==> src/rtl/ex_div_unit_if.sv <==
// Handshake and operand bus between the EX stage and the iterative divider.
// The master is the pipeline side and the slave is the divider.
interface ex_div_unit_if #(
    parameter int XLEN = 32
);
    logic            start;
    logic [2:0]      funct3;
    logic [XLEN-1:0] opA;
    logic [XLEN-1:0] opB;
    logic            flush;
    logic            busy;
    logic            done;
    logic [XLEN-1:0] result;

    modport master (
        output start, funct3, opA, opB, flush,
        input  busy, done, result
    );

    modport slave (
        input  start, funct3, opA, opB, flush,
        output busy, done, result
    );
endinterface

==> src/rtl/ex_div_unit.sv <==
// RV32M DIV/DIVU/REM/REMU unit: radix-2 restoring divider on magnitudes with a sign-fix cycle.
//
// state | meaning
// IDLE  | waiting for start; divide-by-zero and overflow results are produced from here
// ITER  | one restoring quotient step per cycle, XLEN cycles
// FIX   | apply operand signs, load result, pulse done
module ex_div_unit #(
    parameter int XLEN = 32
) (
    input logic          CLK,
    input logic          RST,
    ex_div_unit_if.slave div_if
);
    localparam int CNT_W = $clog2(XLEN);

    typedef enum logic [1:0] {
        IDLE = 2'd0,
        ITER = 2'd1,
        FIX  = 2'd2
    } state_t;

    state_t          state;
    logic [CNT_W-1:0] count;
    logic [XLEN:0]   rem_q;
    logic [XLEN-1:0] quo_q;
    logic [XLEN-1:0] divisor_q;
    logic            is_rem;
    logic            neg_q;
    logic            neg_r;
    logic            spec_pend;
    logic [XLEN-1:0] spec_res;
    logic [XLEN-1:0] result_q;
    logic            done_q;

    logic            accept;
    logic            is_signed;
    logic            sign_a;
    logic            sign_b;
    logic [XLEN-1:0] abs_a;
    logic [XLEN-1:0] abs_b;
    logic            div_zero;
    logic            sgn_ovf;
    logic [XLEN-1:0] special_res;
    logic [XLEN:0]   shifted;
    logic [XLEN:0]   trial;
    logic [XLEN-1:0] q_fix;
    logic [XLEN-1:0] r_fix;

    localparam logic [XLEN-1:0] MIN_NEG = {1'b1, {(XLEN-1){1'b0}}};

    always_comb begin
        accept      = div_if.start && div_if.funct3[2] && !div_if.flush && (state == IDLE);
        is_signed   = ~div_if.funct3[0];
        sign_a      = is_signed & div_if.opA[XLEN-1];
        sign_b      = is_signed & div_if.opB[XLEN-1];
        abs_a       = sign_a ? (~div_if.opA + 1'b1) : div_if.opA;
        abs_b       = sign_b ? (~div_if.opB + 1'b1) : div_if.opB;
        div_zero    = (div_if.opB == '0);
        sgn_ovf     = is_signed && (div_if.opA == MIN_NEG) && (div_if.opB == '1);
        if (div_zero)
            special_res = div_if.funct3[1] ? div_if.opA : '1;
        else
            special_res = div_if.funct3[1] ? '0 : MIN_NEG;

        // Partial remainder stays below the divisor, so its low XLEN bits plus the next dividend bit suffice.
        shifted = {rem_q[XLEN-1:0], quo_q[XLEN-1]};
        trial   = shifted - {1'b0, divisor_q};

        q_fix = neg_q ? (~quo_q + 1'b1) : quo_q;
        r_fix = neg_r ? (~rem_q[XLEN-1:0] + 1'b1) : rem_q[XLEN-1:0];
    end

    always_ff @(posedge CLK) begin
        if (RST) begin
            state     <= IDLE;
            count     <= '0;
            rem_q     <= '0;
            quo_q     <= '0;
            divisor_q <= '0;
            is_rem    <= 1'b0;
            neg_q     <= 1'b0;
            neg_r     <= 1'b0;
            spec_pend <= 1'b0;
            spec_res  <= '0;
            result_q  <= '0;
            done_q    <= 1'b0;
        end else begin
            done_q    <= 1'b0;
            spec_pend <= 1'b0;
            // A pending special result retires even if a new op is accepted at this edge.
            if (spec_pend) begin
                result_q <= spec_res;
                done_q   <= 1'b1;
            end
            case (state)
                IDLE: begin
                    if (accept) begin
                        is_rem <= div_if.funct3[1];
                        neg_q  <= sign_a ^ sign_b;
                        neg_r  <= sign_a;
                        if (div_zero || sgn_ovf) begin
                            spec_res  <= special_res;
                            spec_pend <= 1'b1;
                        end else begin
                            rem_q     <= '0;
                            quo_q     <= abs_a;
                            divisor_q <= abs_b;
                            count     <= '0;
                            state     <= ITER;
                        end
                    end
                end
                ITER: begin
                    if (div_if.flush) begin
                        count <= '0;
                        state <= IDLE;
                    end else begin
                        if (!trial[XLEN]) begin
                            rem_q <= trial;
                            quo_q <= {quo_q[XLEN-2:0], 1'b1};
                        end else begin
                            rem_q <= shifted;
                            quo_q <= {quo_q[XLEN-2:0], 1'b0};
                        end
                        count <= count + 1'b1;
                        if (count == CNT_W'(XLEN-1))
                            state <= FIX;
                    end
                end
                FIX: begin
                    if (!div_if.flush) begin
                        result_q <= is_rem ? r_fix : q_fix;
                        done_q   <= 1'b1;
                    end
                    count <= '0;
                    state <= IDLE;
                end
                default: begin
                    count <= '0;
                    state <= IDLE;
                end
            endcase
        end
    end

    assign div_if.busy   = (state != IDLE);
    assign div_if.done   = done_q;
    assign div_if.result = result_q;
endmodule

==> src/flat_wrapper.sv <==
// flat-port wrapper written by rule: the top's interface ports become plain ports
module ex_div_unit_flat 
#(
    parameter int XLEN = 32
)
  (CLK, RST, div_if_start, div_if_funct3, div_if_opA, div_if_opB, div_if_flush, div_if_busy, div_if_done, div_if_result);
  ex_div_unit_if #(.XLEN(XLEN)) div_if_i ();
  input logic CLK;
  input logic RST;
  input wire logic [$bits(div_if_i.start)-1:0] div_if_start;
  input wire logic [$bits(div_if_i.funct3)-1:0] div_if_funct3;
  input wire logic [$bits(div_if_i.opA)-1:0] div_if_opA;
  input wire logic [$bits(div_if_i.opB)-1:0] div_if_opB;
  input wire logic [$bits(div_if_i.flush)-1:0] div_if_flush;
  output wire logic [$bits(div_if_i.busy)-1:0] div_if_busy;
  output wire logic [$bits(div_if_i.done)-1:0] div_if_done;
  output wire logic [$bits(div_if_i.result)-1:0] div_if_result;
  assign div_if_i.start = div_if_start;
  assign div_if_i.funct3 = div_if_funct3;
  assign div_if_i.opA = div_if_opA;
  assign div_if_i.opB = div_if_opB;
  assign div_if_i.flush = div_if_flush;
  assign div_if_busy = div_if_i.busy;
  assign div_if_done = div_if_i.done;
  assign div_if_result = div_if_i.result;
  ex_div_unit #(.XLEN(XLEN)) u_core (.CLK(CLK), .RST(RST), .div_if(div_if_i));
endmodule
==> config.mk <==
export PLATFORM = sky130hd
export DESIGN_NAME = ex_div_unit_flat
export DESIGN_NICKNAME = d
export VERILOG_FILES = /design/src/rtl/ex_div_unit_if.sv /design/src/rtl/ex_div_unit.sv /design/src/flat_wrapper.sv
export SDC_FILE = /design/constraint.sdc
export NUM_CORES = 1
export LEC_CHECK = 0
export BUFFER_PORTS_ARGS = -buffer_cell sky130_fd_sc_hd__buf_2
export CAP_MARGIN = 40
export CORE_UTILIZATION = 50
export DETAILED_ROUTE_END_ITERATION = 10
export PLACE_DENSITY_LB_ADDON = 0.25
export SLEW_MARGIN = 20
export SYNTH_ARGS = -nofsm -noshare
export SYNTH_HDL_FRONTEND = slang
export SYNTH_SLANG_ARGS = --single-unit
==> constraint.sdc <==
create_clock -name CLK -period 6.5 [get_ports CLK]
set_clock_uncertainty 0.2 [all_clocks]
set_input_delay 0.65 -clock CLK [delete_from_list [all_inputs] [get_ports CLK]]
set_output_delay 0.65 -clock CLK [all_outputs]
set_load 0.01 [all_outputs]
==> flow_metrics.py, run 1 <==
metrics = {
    "status": {
        "run_status": "finished, final reports clean",
    },
    "finish": {
        "design.final.nets": 1648,
        "drive_gt1_share_pct": 12.1,
        "insertedDiodeCount": 0,
        "layout_area_overhead_pct": 12.3,
    },
    "synth": {
        "synth-main-ff-cell": "sky130_fd_sc_hd__dfxtp_1",
        "cell_area_after_synthesis_mm2": 0.0115,
        "edff_count_synth": 0,
        "synth_nets": 1596,
        "yosysSeqAreaShare_pct": 30.0,
        "yosys_warnings": 0,
        "syn_avg_cell_area_um2": 7.73,
        "async_reset_ff_share_pct": 0,
        "syn-instance-count": 1485,
        "yosys.cell_types.count": 70,
        "post_synthesis_register_bit_count": 172,
    },
    "placement": {
        "place.gp.congestion": 0.945,
        "dpl_worst_slack_ns": 1.76,
        "numPortBuffers": 104,
        "hpwl_mm": 24.4,
    },
    "sta": {
        "max-slew-margin-rel_pct": 44.5,
        "post-route-period-util_pct": 68.2,
        "fin_crit_ns": 4.43,
        "setup_viol": 0,
        "peak_clock_frequency_supported_by_timing_ghz": 0.226,
        "finalHoldViolations": 0,
        "grt_setup_unrepaired": "no",
        "totalNegativeSetupSlack_ns": 0,
        "timing_max_transition_violations_final": 0,
        "max_slew.worst_pin.slew_ns": 0.832,
        "setup_ws_ns": 2.07,
    },
    "drt": {
        "wire_per_inst_um": 18.3,
        "drc": 0,
        "drtAntennaViolNets": 0,
        "total_detailed_routing_wirelength_mm": 33.5,
        "drt_first_pass_iters": 5,
        "drt-initial-drc-count": 997,
        "drt-vias-per-instance": 6.04,
        "dr_total_vias": 11100,
    },
    "die": {
        "initial_utilization_pct": 50.9,
        "chipHeight_um": 154,
        "pin_count": 105,
        "core-area_mm2": 0.0226,
        "placement_rows": 55,
        "die_area_mm2": 0.0236,
        "chipWidth_um": 154,
    },
    "clock_tree": {
        "worst_setup_hold_path_clk_slew_ns": 0.06,
        "clockRootBuffer": "sky130_fd_sc_hd__clkbuf_16",
        "cts-resized-gates": 0,
        "clk-insertion-delay-late_ns": 0.43,
        "postCtsSetupBuffers": 0,
        "number_of_hold_buffers_added_after_cts": 0,
        "cts_made_buffers": 17,
        "clock_sinks": 172,
        "number_of_levels_the_h_tree_was_split_into": 4,
        "max-clock-path-buffers": 2,
        "tritoncts": "yes",
    },
    "run": {
        "drv.max_cap_violation_count": 0,
    },
    "power_and_ir_drop": {
        "static-leakage-power_nw": 4.93,
        "vdd.ir_drop.worst_v": 0.000136,
        "power.density_cell_area_mw_per_mm2": 210,
    },
    "worst_hold_path": {
        "min-delay-path-class": "reg -> reg",
    },
    "global_routing": {
        "vias_in_the_first_global_route": 9907,
        "grt_first_pass_wirelength_mm": 53.8,
        "globalRoute.totalOverflow": 0,
        "antenna_violations_before_repair": 0,
        "grt_util_all_layers_pct": 28.5,
        "grt_start_max_net_pins": 84,
    },
    "critical_path": {
        "setup.worst_path.end_class": "register",
        "timing.critical_path.cells": "inv_1, fa_1, nand2b_1, a21o_1, and2_1, o211ai_1, a2111oi_0, buf_1, nor3_1, or2_1, nor2_1, a221o_1",
        "worst-endpoint-arrival_ns": 4.54,
        "start_kind": "register",
        "worstSetupPathType": "reg -> reg",
        "critPathBufInv": 2,
        "timing.critical_path.required_ns": 6.61,
        "worst-path-max-fanout": 13,
        "crit_path_max_incr_delay_ns": 0.70,
        "critical_path.slowest_cell": "sky130_fd_sc_hd__or2_1",
        "cpLargestDelayFamily": "simple AND/OR/NAND/NOR gates",
    },
}
path summary, 6_finish.rpt:
| path | from | to | slack [ns] | cells past startpoint |
|---|---|---|---|---|
| hold / removal | u_core.spec_res[8] | u_core.spec_res[8] | 0.25 | 2 |
| setup / recovery | u_core.rem_q[0] | u_core.rem_q[10] | 2.07 | 12 |
| hold reg to reg | u_core.spec_res[8] | u_core.spec_res[8] | 0.25 | 2 |
| setup reg to reg | u_core.rem_q[0] | u_core.rem_q[10] | 2.07 | 12 |
layout make-up:
type | instances | area (um^2)
Fill cell | 2126 | 9680
Inverter | 52 | 195
Timing Repair Buffer | 129 | 811
Clock inverter | 11 | 156
Sequential cell | 172 | 3450
Tap cell | 285 | 357
Multi-Input combinational cell | 1165 | 7470
Clock buffer | 20 | 457
registers in the layout, summed over array words and instances, names as in the netlist:
signal,count
u_core.neg_q,1
u_core.quo_q,32
u_core.spec_res,32
u_core.rem_q,32
u_core.state,2
u_core.divisor_q,32
u_core.neg_r,1
u_core.is_rem,1
u_core.spec_pend,1
u_core.count,5
u_core.div_if.result,32
u_core.div_if.done,1
cell families after synthesis:
family	Yosys count	share of synthesized area [%]
AND/OR/NAND/NOR	464	18.8
AO/OA/AOI/OAI	474	26.8
flip-flops	172	30.0
XOR/XNOR	141	10.8
adder cells (fa/ha/maj)	40	4.43
multiplexers	46	4.07
buffers and inverters	148	5.09
cells in the mapped netlist, drive strengths merged (14+ instances only):
cell type,number,area share (%)
dfxtp,172,30
nor2,155,5.1
nand2,148,4.8
a21oi,125,5.5
o21ai,114,5.0
a211oi,81,5.3
clkbuf,80,2.6
xor2,71,5.4
xnor2,70,5.3
inv,52,1.7
mux2i,41,3.6
ha,39,4.3
o211ai,36,2.4
or3,29,1.6
o31ai,28,1.8
nor3,19,0.83
o41ai,19,1.8
nand3,18,0.78
or4,17,1.2
buf,16,0.74
nor4,14,0.82
per-stage QoR:
stage	std cells	util [%]	total power [mW]	hold slack [ns]	cell area, um^2
2_1_floorplan	1485	-	1.49	0.228	11500
3_3_place_gp	1790	53.5	1.63	0.237	12100
3_5_place_dp	1797	54.0	1.63	0.246	12200
4_1_cts	1828	56.7	2.70	0.255	12800
5_1_grt	1834	57.1	2.81	0.268	12900
6_report	1834	57.1	2.71	0.252	12900
worst reg2reg max path, stage by stage, from the launching register on:
cell                        delay (ns)
sky130_fd_sc_hd__dfxtp_1          0.45
sky130_fd_sc_hd__inv_1            0.16
sky130_fd_sc_hd__fa_1             0.47
sky130_fd_sc_hd__nand2b_1         0.19
sky130_fd_sc_hd__a21o_1           0.19
sky130_fd_sc_hd__and2_1           0.18
sky130_fd_sc_hd__o211ai_1         0.37
sky130_fd_sc_hd__a2111oi_0        0.20
sky130_fd_sc_hd__buf_1            0.17
sky130_fd_sc_hd__nor3_1           0.29
sky130_fd_sc_hd__or2_1            0.70
sky130_fd_sc_hd__nor2_1           0.37
sky130_fd_sc_hd__a221o_1          0.38
cells in the final DEF, fill, tap and decap left out, types with 19 or more instances in the layout:
cell                         n
sky130_fd_sc_hd__buf_2     103
sky130_fd_sc_hd__or3_1      29
sky130_fd_sc_hd__a21oi_1   125
sky130_fd_sc_hd__nor2_1    152
sky130_fd_sc_hd__nand2_1   148
sky130_fd_sc_hd__ha_1       39
sky130_fd_sc_hd__o211ai_1   36
sky130_fd_sc_hd__xnor2_1    70
sky130_fd_sc_hd__a211oi_1   81
sky130_fd_sc_hd__inv_1      52
sky130_fd_sc_hd__mux2i_1    41
sky130_fd_sc_hd__dfxtp_1   170
sky130_fd_sc_hd__o31ai_1    28
sky130_fd_sc_hd__xor2_1     71
sky130_fd_sc_hd__nor3_1     19
sky130_fd_sc_hd__o21ai_0   112
power by group:
part	total, mW	internal, mW	switching, mW
Sequential	1.11	1.08	0.0304
Combinational	0.517	0.200	0.317
Clock	1.08	0.630	0.450
layer usage:
layer	wire length (um)	global-route usage (%)	part of all wire, %	vias up
met5	0	0	0	-
met4	1040	12.6	3.1	0
met3	1560	3.24	4.7	46
met2	15200	43.6	45	293
met1	15700	40.1	47	5232
li1	-	-	-	5500
(Power assumes the default switching activity.)
==> run 2: changes to the inputs <==
--- a/config.mk
+++ b/config.mk
@@ -5,6 +5,7 @@
 export SDC_FILE = /design/constraint.sdc
 export NUM_CORES = 1
 export LEC_CHECK = 0
+export ABC_AREA = 1
 export BUFFER_PORTS_ARGS = -buffer_cell sky130_fd_sc_hd__buf_2
 export CAP_MARGIN = 40
 export CORE_UTILIZATION = 50
==> constraint.sdc (replaced) <==
create_clock -name CLK -period 4.1 [get_ports CLK]
set_clock_uncertainty 0.2 [all_clocks]
set_input_delay 0.41 -clock CLK [delete_from_list [all_inputs] [get_ports CLK]]
set_output_delay 0.41 -clock CLK [all_outputs]
set_load 0.01 [all_outputs]
==> flow_metrics.py, run 2 <==
metrics = {
    "synth": {
        "async_reset_ff_share_pct": 0,
        "cell_area_after_synthesis_mm2": 0.0143,
        "edff_count_synth": 0,
        "synth_nets": 2647,
        "yosys.cell_types.count": 44,
        "yosys_warnings": 0,
        "yosysSeqAreaShare_pct": 24.1,
        "netlist_top_cells_count": "sky130_fd_sc_hd__nand2_1 (668), sky130_fd_sc_hd__inv_1 (354), sky130_fd_sc_hd__nand3_1 (314), sky130_fd_sc_hd__nor2_1 (300), sky130_fd_sc_hd__a21oi_1 (183)",
        "netlist.area_leader.share_pct": 24.1,
        "syn-instance-count": 2536,
        "yosysMostFrequentCell": "sky130_fd_sc_hd__nand2_1",
        "netlist_top_cells_area": "sky130_fd_sc_hd__dfxtp_1 (24%), sky130_fd_sc_hd__nand2_1 (18%), sky130_fd_sc_hd__nand3_1 (11%)",
        "synth-main-ff-cell": "sky130_fd_sc_hd__dfxtp_1",
        "syn_avg_cell_area_um2": 5.62,
        "yosysTopAreaCell": "sky130_fd_sc_hd__dfxtp_1",
        "post_synthesis_register_bit_count": 172,
    },
    "sta": {
        "max-slew-margin-rel_pct": 42.1,
        "post-route-period-util_pct": 83.5,
        "max_slew.worst_pin.slew_ns": 0.868,
        "totalNegativeSetupSlack_ns": 0,
        "peak_clock_frequency_supported_by_timing_ghz": 0.292,
        "fin_crit_ns": 3.42,
        "finalHoldViolations": 0,
        "setup_viol": 0,
        "timing_max_transition_violations_final": 0,
        "setup_ws_ns": 0.675,
        "grt_setup_unrepaired": "no",
    },
    "drt": {
        "dr_total_vias": 16900,
        "total_detailed_routing_wirelength_mm": 51.0,
        "met2_length_mm": 21.6,
        "dr.max_layer_used": "met4",
        "drt-initial-drc-count": 1886,
        "drtAntennaViolNets": 0,
        "drc": 0,
        "wl_met1_mm": 23.2,
        "drt-vias-per-instance": 5.67,
        "wl_met3_mm": 4.77,
        "drt_first_pass_iters": 6,
        "wire_per_inst_um": 17.2,
    },
    "critical_path": {
        "worst-endpoint-arrival_ns": 3.60,
        "critical_path.slowest_cell": "sky130_fd_sc_hd__nand2_2",
        "worstSetupPathType": "reg -> reg",
        "critical-path-top-cell-by-count": "sky130_fd_sc_hd__nand2_1",
        "crit_path_max_incr_delay_ns": 0.46,
        "critPathBufInv": 2,
        "setup.worst_path.end_class": "register",
        "timing.critical_path.required_ns": 4.28,
        "worst-path-max-fanout": 22,
        "start_kind": "register",
        "cpLargestDelayFamily": "simple AND/OR/NAND/NOR gates",
        "timing.critical_path.cells": "inv_1, ha_1, fa_1, inv_1, nand2_1, nand2_1, nand3_1, nand2_2, nand2_1, nand2_1, nand2_1, nand2_1, nand2_2, nand2_2, nand2_1, a21oi_1",
    },
    "placement": {
        "hpwl_mm": 39.7,
        "place.gp.congestion": 0.982,
        "dpl.cell_count": 2938,
        "dpl_worst_slack_ns": 0.710,
        "numPortBuffers": 104,
        "dpl-instance-area_mm2": 0.0150,
    },
    "die": {
        "placement_rows": 61,
        "core-area_mm2": 0.0279,
        "die_area_mm2": 0.0292,
        "chipHeight_um": 171,
        "chipWidth_um": 171,
        "initial_utilization_pct": 51.1,
        "pin_count": 105,
    },
    "clock_tree": {
        "number_of_levels_the_h_tree_was_split_into": 4,
        "number_of_hold_buffers_added_after_cts": 0,
        "postCtsSetupBuffers": 0,
        "clockRootBuffer": "sky130_fd_sc_hd__clkbuf_16",
        "cts_made_buffers": 17,
        "max-clock-path-buffers": 2,
        "clock_sinks": 172,
        "cts-resized-gates": 0,
        "clk-insertion-delay-late_ns": 0.46,
        "tritoncts": "yes",
        "worst_setup_hold_path_clk_slew_ns": 0.07,
    },
    "worst_hold_path": {
        "min-delay-path-class": "in -> reg",
    },
    "global_routing": {
        "antenna_violations_before_repair": 1,
        "globalRoute.totalOverflow": 0,
        "grt_first_pass_wirelength_mm": 79.0,
        "vias_in_the_first_global_route": 14800,
        "grt_start_max_net_pins": 53,
        "grt_util_all_layers_pct": 35.1,
    },
    "finish": {
        "post_layout_inst_area_mm2": 0.0156,
        "filler_cell_count": 2928,
        "layout_commonest_cell": "sky130_fd_sc_hd__nand2_1",
        "multiInputGateArea_mm2": 0.00901,
        "drive_gt1_share_pct": 7.41,
        "register_area_mm2": 0.00344,
        "insertedDiodeCount": 0,
        "layout_area_overhead_pct": 9.42,
        "design.final.nets": 2691,
        "layout.cells.most_common_list": "sky130_fd_sc_hd__nand2_1 (668), sky130_fd_sc_hd__inv_1 (353), sky130_fd_sc_hd__nand3_1 (314), sky130_fd_sc_hd__nor2_1 (298), sky130_fd_sc_hd__a21oi_1 (183)",
        "instances_no_fill": 2970,
    },
    "power_and_ir_drop": {
        "power.density_cell_area_mw_per_mm2": 294,
        "vdd.ir_drop.worst_v": 0.000299,
        "static-leakage-power_nw": 7.81,
        "totalPowerFinal_mw": 4.59,
    },
    "status": {
        "run_status": "finished, final reports clean",
    },
    "run": {
        "drv.max_cap_violation_count": 0,
    },
}
[run 2: cell types whose count changed after synthesis, sizes merged, moves of 61 or more]
cell,previous run,this run
nor2,155,309
xnor2,70,9
nand2,148,673
a211oi,81,0
inv,52,356
nand3,18,316
[run 2: cells by family (layout without fill, tap and decap cells)]
kind of cell               count (synthesis)  count (layout)  synth area share, %
adders and majority gates                 40              40                 3.56
and+or+nand+nor                         1411            1411                 42.2
AOI/OAI and AO/OA                        414             414                 15.4
xor gates and xnor gates                  32              32                 1.97
DFF                                      172             172                 24.1
buffers and inverters                    467             523                 12.8
[run 2: path summary, 6_finish.rpt]
check,to,slack [ns],cells after the start,from
worst max register to register,u_core.quo_q[0],0.68,16,u_core.quo_q[31]
worst max-delay path,u_core.quo_q[0],0.68,16,u_core.quo_q[31]
worst min-delay path,u_core.spec_res[1],0.05,3,div_if_opA[1]
worst min register to register,u_core.divisor_q[4],0.26,2,u_core.divisor_q[4]
[run 2: per-layer routing]
metal	vias to the layer above	track usage [%]
li1	8273	-
met1	7661	50.3
met2	833	52.8
met3	86	5.34
met4	0	12.3
met5	-	0
[run 2: worst reg2reg max path: cells and delay by family, from the launching register on]
family,cells,cell delay (ns)
buffers and inverters,2,0.24
flip-flops,1,0.39
AO/OA/AOI/OAI,1,0.25
AND/OR/NAND/NOR,11,1.60
adder cells (fa/ha/maj),2,0.66
[run 2: final cells by class]
type                    instances  share of cell area, %
clock buffers                  18                   2.75
clock inverters                13                  0.866
inverters                     360                   8.67
multi-input cells            1897                   57.7
flip-flops and latches        172                   22.1
well taps                     378                   3.03
repair buffers                132                   4.87
[run 2: through the flow]
stage / hold slack (ns) / util, %
2_1_floorplan: 0.228 / -
3_3_place_gp: 0.248 / 53.7
3_5_place_dp: 0.254 / 53.8
4_1_cts: 0.0383 / 55.8
5_1_grt: 0.0599 / 55.9
6_report: 0.0472 / 55.9
[run 2: where the power goes]
| part | internal (mW) | total (mW) | switching [mW] |
|---|---|---|---|
| Clock | 0.851 | 1.62 | 0.768 |
| Sequential | 1.71 | 1.75 | 0.0411 |
| Combinational | 0.359 | 1.22 | 0.857 |
| Total | 2.92 | 4.59 | 1.67 |
==> run 3: changes to the inputs <==
--- a/config.mk
+++ b/config.mk
@@ -5,7 +5,7 @@
 export SDC_FILE = /design/constraint.sdc
 export NUM_CORES = 1
 export LEC_CHECK = 0
-export ABC_AREA = 1
+export ABC_AREA = 0
 export BUFFER_PORTS_ARGS = -buffer_cell sky130_fd_sc_hd__buf_2
 export CAP_MARGIN = 40
 export CORE_UTILIZATION = 50
==> constraint.sdc (replaced) <==
create_clock -name CLK -period 2.9 [get_ports CLK]
set_clock_uncertainty 0.2 [all_clocks]
set_input_delay 0.29 -clock CLK [delete_from_list [all_inputs] [get_ports CLK]]
set_output_delay 0.29 -clock CLK [all_outputs]
set_load 0.01 [all_outputs]
==> flow_metrics.py, run 3 (synthesis results as in run 1) <==
metrics = {
    "status": {
        "run_status": "finished with violations",
        "violations": "negative hold slack, negative setup slack",
    },
    "power_and_ir_drop": {
        "p_sw_mw": 2.03,
        "power.combinational.fraction_pct": 26.1,
        "power.density_cell_area_mw_per_mm2": 422,
        "vdd.ir_drop.worst_v": 0.000359,
        "sequentialPowerShare_pct": 38.4,
        "clock_power_share_pct": 35.6,
        "switching_share_pct": 31.6,
        "totalPowerFinal_mw": 6.42,
        "static-leakage-power_nw": 6.19,
        "cellInternalPower_mw": 4.40,
    },
    "sta": {
        "hold_slack_ns": -0.000433,
        "setup_viol": 24,
        "peak_clock_frequency_supported_by_timing_ghz": 0.332,
        "fin_crit_ns": 3.01,
        "max-slew-margin-rel_pct": 44.7,
        "max_slew.worst_pin.slew_ns": 0.830,
        "setup_ws_ns": -0.111,
        "timing_max_transition_violations_final": 0,
        "finalHoldViolations": 1,
        "post-route-period-util_pct": 104,
        "grt_setup_unrepaired": "yes",
    },
    "clock_tree": {
        "clock_sinks": 172,
        "max-clock-path-buffers": 2,
        "cts_made_buffers": 17,
        "clockRootBuffer": "sky130_fd_sc_hd__clkbuf_16",
        "tritoncts": "yes",
        "clk-insertion-delay-late_ns": 0.45,
        "number_of_levels_the_h_tree_was_split_into": 4,
        "worst_setup_hold_path_clk_slew_ns": 0.08,
    },
    "critical_path": {
        "start_kind": "register",
        "worst-path-max-fanout": 8,
        "critical_path.reg2reg.startpoint": "u_core.divisor_q[9]",
        "worstSetupPathType": "reg -> reg",
        "setup.worst_path.end_class": "register",
        "timing.critical_path.required_ns": 3.02,
        "cp-startpoint": "u_core.divisor_q[9]",
        "worst-endpoint-arrival_ns": 3.13,
    },
    "finish": {
        "post_layout_inst_area_mm2": 0.0152,
        "layout.cells.most_common_list": "sky130_fd_sc_hd__buf_4 (242), sky130_fd_sc_hd__dfxtp_1 (158), sky130_fd_sc_hd__nor2_1 (149), sky130_fd_sc_hd__nand2_1 (146), sky130_fd_sc_hd__a21oi_1 (119)",
        "final_core_util_pct": 67.4,
        "layout_area_overhead_pct": 32.5,
        "design.final.nets": 1889,
        "instances_no_fill": 2076,
        "layout_commonest_cell": "sky130_fd_sc_hd__buf_4",
        "insertedDiodeCount": 0,
        "drive_gt1_share_pct": 28.1,
    },
    "worst_hold_path": {
        "hold_path_startpoint": "div_if_opA[11]",
        "min-delay-path-class": "in -> reg",
    },
    "placement": {
        "dpl.cell_count": 2023,
        "dpl_worst_slack_ns": -0.305,
        "place.gp.congestion": 0.950,
        "dpl-instance-area_mm2": 0.0140,
        "hpwl_mm": 28.2,
        "numPortBuffers": 104,
    },
    "drt": {
        "drc": 0,
        "drtAntennaViolNets": 0,
        "drt-vias-per-instance": 5.96,
        "drt-initial-drc-count": 1071,
        "wire_per_inst_um": 18.6,
        "drt_first_pass_iters": 5,
        "dr_total_vias": 12400,
        "total_detailed_routing_wirelength_mm": 38.6,
    },
    "global_routing": {
        "grt_use_met2_pct": 54.4,
        "grt_util_met3_pct": 3.44,
        "grt_first_pass_wirelength_mm": 61.3,
        "vias_in_the_first_global_route": 11800,
        "top_usage_layer": "met2",
        "grt_util_all_layers_pct": 32.5,
        "use_met1_pct": 42.7,
        "grt_start_max_net_pins": 82,
        "antenna_violations_before_repair": 0,
        "globalRoute.totalOverflow": 0,
    },
    "die": {
        "pin_count": 105,
        "chipHeight_um": 154,
        "core-area_mm2": 0.0226,
        "die_area_mm2": 0.0236,
        "placement_rows": 55,
        "initial_utilization_pct": 50.9,
        "chipWidth_um": 154,
    },
    "run": {
        "drv.max_cap_violation_count": 0,
    },
}
[run 3: worst max-delay path: stages, from the launching register on]
cell and delay [ns]:
sky130_fd_sc_hd__dfxtp_2 0.33, sky130_fd_sc_hd__inv_2 0.04, sky130_fd_sc_hd__ha_4 0.23, sky130_fd_sc_hd__a211o_1 0.30, sky130_fd_sc_hd__o211ai_1 0.18, sky130_fd_sc_hd__a31oi_4 0.15
sky130_fd_sc_hd__o41ai_2 0.24, sky130_fd_sc_hd__nand3_1 0.19, sky130_fd_sc_hd__a211oi_2 0.31, sky130_fd_sc_hd__or2_4 0.21, sky130_fd_sc_hd__buf_12 0.13, sky130_fd_sc_hd__nor2_4 0.06
sky130_fd_sc_hd__a221o_1 0.30
[run 3: cell type report]
| class | instances | area (um^2) |
|---|---|---|
| clock inverters | 13 | 130 |
| clock buffers | 19 | 433 |
| multi-input cells | 1165 | 7960 |
| fillers | 1907 | 7360 |
| inverters | 52 | 195 |
| repair buffers | 370 | 2680 |
| well taps | 285 | 357 |
| flip-flops and latches | 172 | 3460 |
[run 3: path summary, 6_finish.rpt]
check                        endpoint  slack, ns  cells after the start
hold / removal    u_core.spec_res[11]    -0.0004                      3
setup reg to reg     u_core.rem_q[29]      -0.11                     12
setup / recovery     u_core.rem_q[29]      -0.11                     12
hold reg to reg    u_core.spec_res[8]       0.25                      2
[run 3: per-stage QoR]
stage	hold WS, ns	setup TNS (ns)
after global routing	0.0285	-4.27
final	-0.000433	-1.35
after CTS	0.000838	-0.859
after detailed placement	0.244	-16.17
after floorplan	0.228	-0.467
after global placement	0.239	-12.05
[run 3: layer usage]
layer	wire, um	vias to the layer above
met2	18200	484
met5	0	-
met4	1210	0
li1	-	5962
met3	2410	66
met1	16800	5870
[run 3: what timing repair did]
item                       4_1_cts  5_1_grt
hold buffers                     7        0
resized for setup               50       63
pin swaps                       32       31
hold endpoints to repair         7        0
setup endpoints to repair       40       49
setup buffers                    9        6
[run 3: power by group through the flow]
stage	clock network, mW	logic [mW]	registers, mW
4_1_cts	2.28	1.55	2.46
6_report	2.29	1.67	2.46
3_5_place_dp	0	1.44	2.51
5_1_grt	2.38	1.80	2.47
3_3_place_gp	0	1.42	2.51
2_1_floorplan	0	0.844	2.51
